$ cat src/rtl/bst_update_ctrl.sv
// bst_update_ctrl: in-order BST prediction tracker driving the BST write port; optional BST_UPD_STATS_EN adds resolve/mispredict counters.
module bst_update_ctrl #(
  parameter int DEPTH  = 4,
  parameter int IDX_W  = 14,
  parameter int ADDR_W = 32
) (
  input  logic                         clk,
  input  logic                         rst,
  input  logic                         push,
  input  logic [IDX_W-1:0]             push_index,
  input  logic [1:0]                   push_status,
  input  logic [ADDR_W-1:0]            push_target,
  input  logic                         resolve,
  input  logic                         resolve_taken,
  input  logic [ADDR_W-1:0]            resolve_target,
  input  logic                         flush,
  output logic                         full,
  output logic [$clog2(DEPTH+1)-1:0]   count,
  output logic                         wr_en,
  output logic [IDX_W-1:0]             wr_index,
  output logic [1:0]                   wr_status,
  output logic [ADDR_W-1:0]            wr_target,
  output logic                         mispredict
`ifdef BST_UPD_STATS_EN
  ,
  output logic [31:0]                  stat_resolved,
  output logic [31:0]                  stat_mispred
`endif
);
  localparam int PW = $clog2(DEPTH);
  localparam int CW = $clog2(DEPTH+1);
  logic [IDX_W-1:0]  idx_mem [DEPTH];
  logic [1:0]        st_mem  [DEPTH];
  logic [ADDR_W-1:0] tg_mem  [DEPTH];
  logic [PW-1:0]     head, tail;
  logic [CW-1:0]     next_count;
  logic [1:0]        head_st, next_st;
  logic [ADDR_W-1:0] head_tg;
  logic              pop, ins, mis;
  always_comb begin
    pop        = resolve && count != '0;
    // a pop in the same cycle frees the slot, so a full FIFO still accepts the push
    ins        = push && !flush && (!full || pop);
    head_st    = st_mem[head];
    head_tg    = tg_mem[head];
    next_st    = resolve_taken ? (head_st == 2'b11 ? head_st : head_st + 2'd1)
                               : (head_st == 2'b00 ? head_st : head_st - 2'd1);
    mis        = (head_st[1] != resolve_taken) || (resolve_taken && resolve_target != head_tg);
    next_count = flush ? '0 : count + CW'(ins) - CW'(pop);
  end
  always_ff @(posedge clk)
    if (ins) begin
      idx_mem[tail] <= push_index;
      st_mem[tail]  <= push_status;
      tg_mem[tail]  <= push_target;
    end
  always_ff @(posedge clk) begin
    if (rst) begin
      head       <= '0;
      tail       <= '0;
      count      <= '0;
      full       <= 1'b0;
      wr_en      <= 1'b0;
      wr_index   <= '0;
      wr_status  <= '0;
      wr_target  <= '0;
      mispredict <= 1'b0;
    end else begin
      head       <= flush ? '0 : head + PW'(pop);
      tail       <= flush ? '0 : tail + PW'(ins);
      count      <= next_count;
      full       <= next_count == CW'(DEPTH);
      wr_en      <= pop;
      mispredict <= pop && mis;
      if (pop) begin
        wr_index  <= idx_mem[head];
        wr_status <= next_st;
        wr_target <= resolve_taken ? resolve_target : head_tg;
      end
    end
  end
`ifdef BST_UPD_STATS_EN
  always_ff @(posedge clk) begin
    if (rst) begin
      stat_resolved <= '0;
      stat_mispred  <= '0;
    end else begin
      stat_resolved <= stat_resolved + 32'(pop);
      stat_mispred  <= stat_mispred + 32'(pop && mis);
    end
  end
`endif
endmodule

$ cat config.mk
export PLATFORM = sky130hd
export DESIGN_NAME = bst_update_ctrl
export DESIGN_NICKNAME = d
export VERILOG_FILES = /design/src/rtl/bst_update_ctrl.sv
export SDC_FILE = /design/constraint.sdc
export NUM_CORES = 1
export LEC_CHECK = 0
export CORE_ASPECT_RATIO = 1.75
export CORE_MARGIN = 2
export CORE_UTILIZATION = 30
export DETAILED_ROUTE_END_ITERATION = 12
export DONT_BUFFER_PORTS = 1
export HOLD_SLACK_MARGIN = 0.06
export PLACE_DENSITY = 0.55
export SYNTH_ARGS = -nofsm -noshare
export SYNTH_HDL_FRONTEND = slang
export SYNTH_SLANG_ARGS = --single-unit
export TNS_END_PERCENT = 10
$ cat constraint.sdc
create_clock -name clk -period 8.05 [get_ports clk]
set_input_delay 2.415 -clock clk [delete_from_list [all_inputs] [get_ports clk]]
set_output_delay 2.415 -clock clk [all_outputs]
set_load 0.03 [all_outputs]
==> results.json <==
{
  "io_buffer_count": 0,
  "grt_pass1_wl_um": 32100,
  "final.hold.worst_slack_ns": 0.617,
  "path_common_cell": "nand2_1",
  "maxSlewHeadroom": 0.418,
  "worstPathRequired_ns": 8.20,
  "min_from": "wr_index[5]$_SDFFE_PP0P_",
  "route.met3.wl_um": 2030,
  "r2r_slack_ns": 4.90,
  "path_clk_slew_ns": 0.06,
  "synth_cell_type_count": 35,
  "cp.buffers_inverters": 2,
  "power_mw": 2.72,
  "placed_cells": 933,
  "gp_congestion": 0.761,
  "syn-num-nets": 646,
  "hold_end": "wr_index[5]$_SDFFE_PP0P_",
  "rows": 87,
  "h-tree-depth": 1,
  "grt_max_degree": 83,
  "postSynthAreaPerCell_sq_um": 17.4,
  "diodes": 0,
  "highest_layer": "met4",
  "worst_slack_ns": 4.07,
  "drive_above_1_share": 0.173,
  "yosys_warnings": 0,
  "setup-tns-final_ns": 0,
  "whs_path_depth": 2,
  "first_global_vias": 5014,
  "reg2reg_depth": 11,
  "wirelength_um": 21800,
  "maxClockFrequency_mhz": 252,
  "worstHoldPathType": "flip-flop to flip-flop",
  "drv_cap": 0,
  "min_period_ns": 3.98,
  "power_frac_comb": 0.043,
  "power_density_mw_per_mm2": 249,
  "final_antenna_net_count": 0,
  "r2r_end": "full$_SDFF_PP0_",
  "sw_frac_of_total": 0.212,
  "die_x_um": 140,
  "fin_nets": 650,
  "wl_met1_um": 7990,
  "hold_viol_final": 0,
  "cts_tree": "built",
  "crit_slowest_cell": "buf_4",
  "drtPass1Iterations": 4,
  "grtUsageTotal": 0.128,
  "final_area_sq_mm": 0.0109,
  "clk_latency_ns": 0.52,
  "core_sq_mm": 0.0320,
  "dieArea_sq_mm": 0.0337,
  "ios": 140,
  "synthCells": 555,
  "crit_path_max_incr_delay_ns": 0.54,
  "pwr-share-clk": 0.413,
  "status": "complete, no violations",
  "netlist_area_sq_mm": 0.00966,
  "crit_type": "input port to flip-flop",
  "worstSetupPathDepth": 7,
  "syn2layout_area_growth_pct": 12.9,
  "end_kind": "flip-flop",
  "critPathTopFamily": "simple AND/OR/NAND/NOR gates",
  "post_cts_buffers": 0,
  "synth-seq-cells": 250,
  "final_util": 0.341,
  "r2r_start": "count[1]$_SDFF_PP0_",
  "synth_ff_type": "edfxtp_1",
  "cp-start-kind": "input port",
  "synthArstFlopShare": 0,
  "yosysSeqAreaShare": 0.717,
  "hold_buffers": 0,
  "synth-edff-count": 192,
  "cp_cell_sequence": "o31ai_4, nand2_1, nand3b_1, inv_1, nand2_1, nor2_4, buf_4",
  "vias": 4747,
  "p_leak_nw": 3.40,
  "skew_ns": 0.00976,
  "met2_length_um": 11300,
  "ctsLongestPathBuffers": 3,
  "stdcell_count": 977,
  "power.internal_mw": 2.14,
  "rsz0062_at_grt": "false",
  "power.switching_uw": 577,
  "arrival_ns": 4.13,
  "finalCritPeriodShare": 0.494,
  "post-dp-hpwl_um": 14700,
  "ir_drop_mv": 0.158,
  "post-place-ws_ns": 3.49,
  "cts_root_buffer": "clkbuf_16",
  "cts_made_buffers": 24,
  "power_frac_seq": 0.544,
  "grt_overflow": 0,
  "drt-vias-per-instance": 4.86,
  "antenna_found_initial": 0,
  "drc": 0,
  "drt_iter0_drc": 230,
  "cts.sinks": 250,
  "slew_viol_final": 0,
  "worst_pin_slew_ns": 0.873,
  "post_dp_cell_area_sq_mm": 0.0101,
  "start_util": 0.302,
  "critPathMaxFanout": 33,
  "cts_resized": 0,
  "wl_per_cell_um": 22.3,
  "finalSetupViolations": 0,
  "die_y_um": 241
}
-- worst register-to-register path, cell delays in order, from the launching register on --
cell,delay (ns)
dfxtp_1,0.49
o31ai_4,0.85
nand2_1,0.12
nand3b_1,0.18
ha_1,0.25
inv_1,0.05
ha_1,0.13
inv_1,0.05
fa_1,0.37
xor2_1,0.16
xnor2_1,0.17
nor4_1,0.23
-- logic make-up (layout without fill, tap and decap cells) --
logic type / after synthesis / in the layout / synth area share
buffers and inverters: 34 / 56 / 0.0179
XOR/XNOR: 36 / 36 / 0.0326
flip-flops: 250 / 250 / 0.717
AO/OA/AOI/OAI: 55 / 55 / 0.0379
multiplexers: 80 / 80 / 0.144
adder cells (fa/ha/maj): 5 / 5 / 0.00725
AND/OR/NAND/NOR: 95 / 95 / 0.0434
-- cell type report --
type	count	area [sq um]
Fill cell	3052	21100
Sequential cell	250	6930
Multi-Input combinational cell	271	2600
Clock buffer	38	737
Tap cell	400	500
Clock inverter	6	63.8
Timing Repair Buffer	8	60.1
Inverter	4	15.0
-- layout by cell type (no fill, tap or decap), types with 2 or more instances in the layout --
master / synthesis / layout
nor4_1: 4 / 4
clkinv_4: 0 / 2
nand4_1: 4 / 4
and2_1: 3 / 3
clkbuf_16: 0 / 27
ha_1: 4 / 4
a211oi_1: 31 / 31
nor2_4: 0 / 2
mux4_2: 47 / 47
dfxtp_1: 58 / 56
buf_4: 2 / 8
nand2_1: 32 / 32
xnor2_1: 19 / 19
a21oi_1: 16 / 16
clkbuf_8: 0 / 2
nor3_1: 6 / 5
mux2i_1: 32 / 32
nor2_1: 40 / 38
clkbuf_1: 15 / 9
o21ai_0: 4 / 4
nor4_2: 2 / 2
xor2_1: 17 / 17
inv_1: 3 / 3
edfxtp_1: 192 / 192
-- sequential cells by signal, summed over array words and instances, names as in the netlist, 2 cells and up --
register and flops:
wr_status 2, wr_target 32, st_mem 8, wr_index 14
head 2, tg_mem 128, count 3, idx_mem 56
tail 2
-- power by group through the flow --
| stage | Combinational, mW | Clock [mW] | Sequential, mW |
|---|---|---|---|
| after floorplan | 0.103 | 0 | 1.50 |
| after detailed placement | 0.121 | 0 | 1.51 |
| final | 0.118 | 1.12 | 1.48 |
| after global routing | 0.132 | 1.20 | 1.48 |
| after CTS | 0.121 | 1.16 | 1.48 |
| after global placement | 0.118 | 0 | 1.51 |
-- metal layers --
metal,track usage,vias up
met5,0,-
met4,0.0448,0
li1,-,2162
met2,0.231,164
met3,0.0478,24
met1,0.138,2397
-- cell usage after synthesis, types with 2 or more instances --
| library cell | count | area share |
|---|---|---|
| edfxtp_1 | 192 | 0.60 |
| dfxtp_1 | 58 | 0.12 |
| mux4_2 | 47 | 0.11 |
| nor2_1 | 40 | 0.016 |
| mux2i_1 | 32 | 0.033 |
| nand2_1 | 32 | 0.012 |
| a211oi_1 | 31 | 0.024 |
| xnor2_1 | 19 | 0.017 |
| xor2_1 | 17 | 0.015 |
| a21oi_1 | 16 | 0.0083 |
| clkbuf_1 | 15 | 0.0058 |
| nor3_1 | 6 | 0.0031 |
| buf_1 | 5 | 0.0019 |
| buf_2 | 5 | 0.0026 |
| ha_1 | 4 | 0.0052 |
| nand4_1 | 4 | 0.0026 |
| nor4_1 | 4 | 0.0026 |
| o21ai_0 | 4 | 0.0021 |
| and2_1 | 3 | 0.0019 |
| inv_1 | 3 | 0.0012 |
| buf_4 | 2 | 0.0016 |
| buf_6 | 2 | 0.0023 |
| nor4_2 | 2 | 0.0026 |
-- how the worst max path moves through the flow --
stage,from,end
after floorplan,resolve,idx_mem[0][0]$_DFFE_PP_
after global routing,resolve,tg_mem[2][30]$_DFFE_PP_
after detailed placement,resolve,tg_mem[2][17]$_DFFE_PP_
after CTS,resolve,tg_mem[2][20]$_DFFE_PP_
final,resolve,tg_mem[2][30]$_DFFE_PP_
after global placement,resolve,tg_mem[2][20]$_DFFE_PP_
No activity file was read; power rests on OpenSTA's default activity.
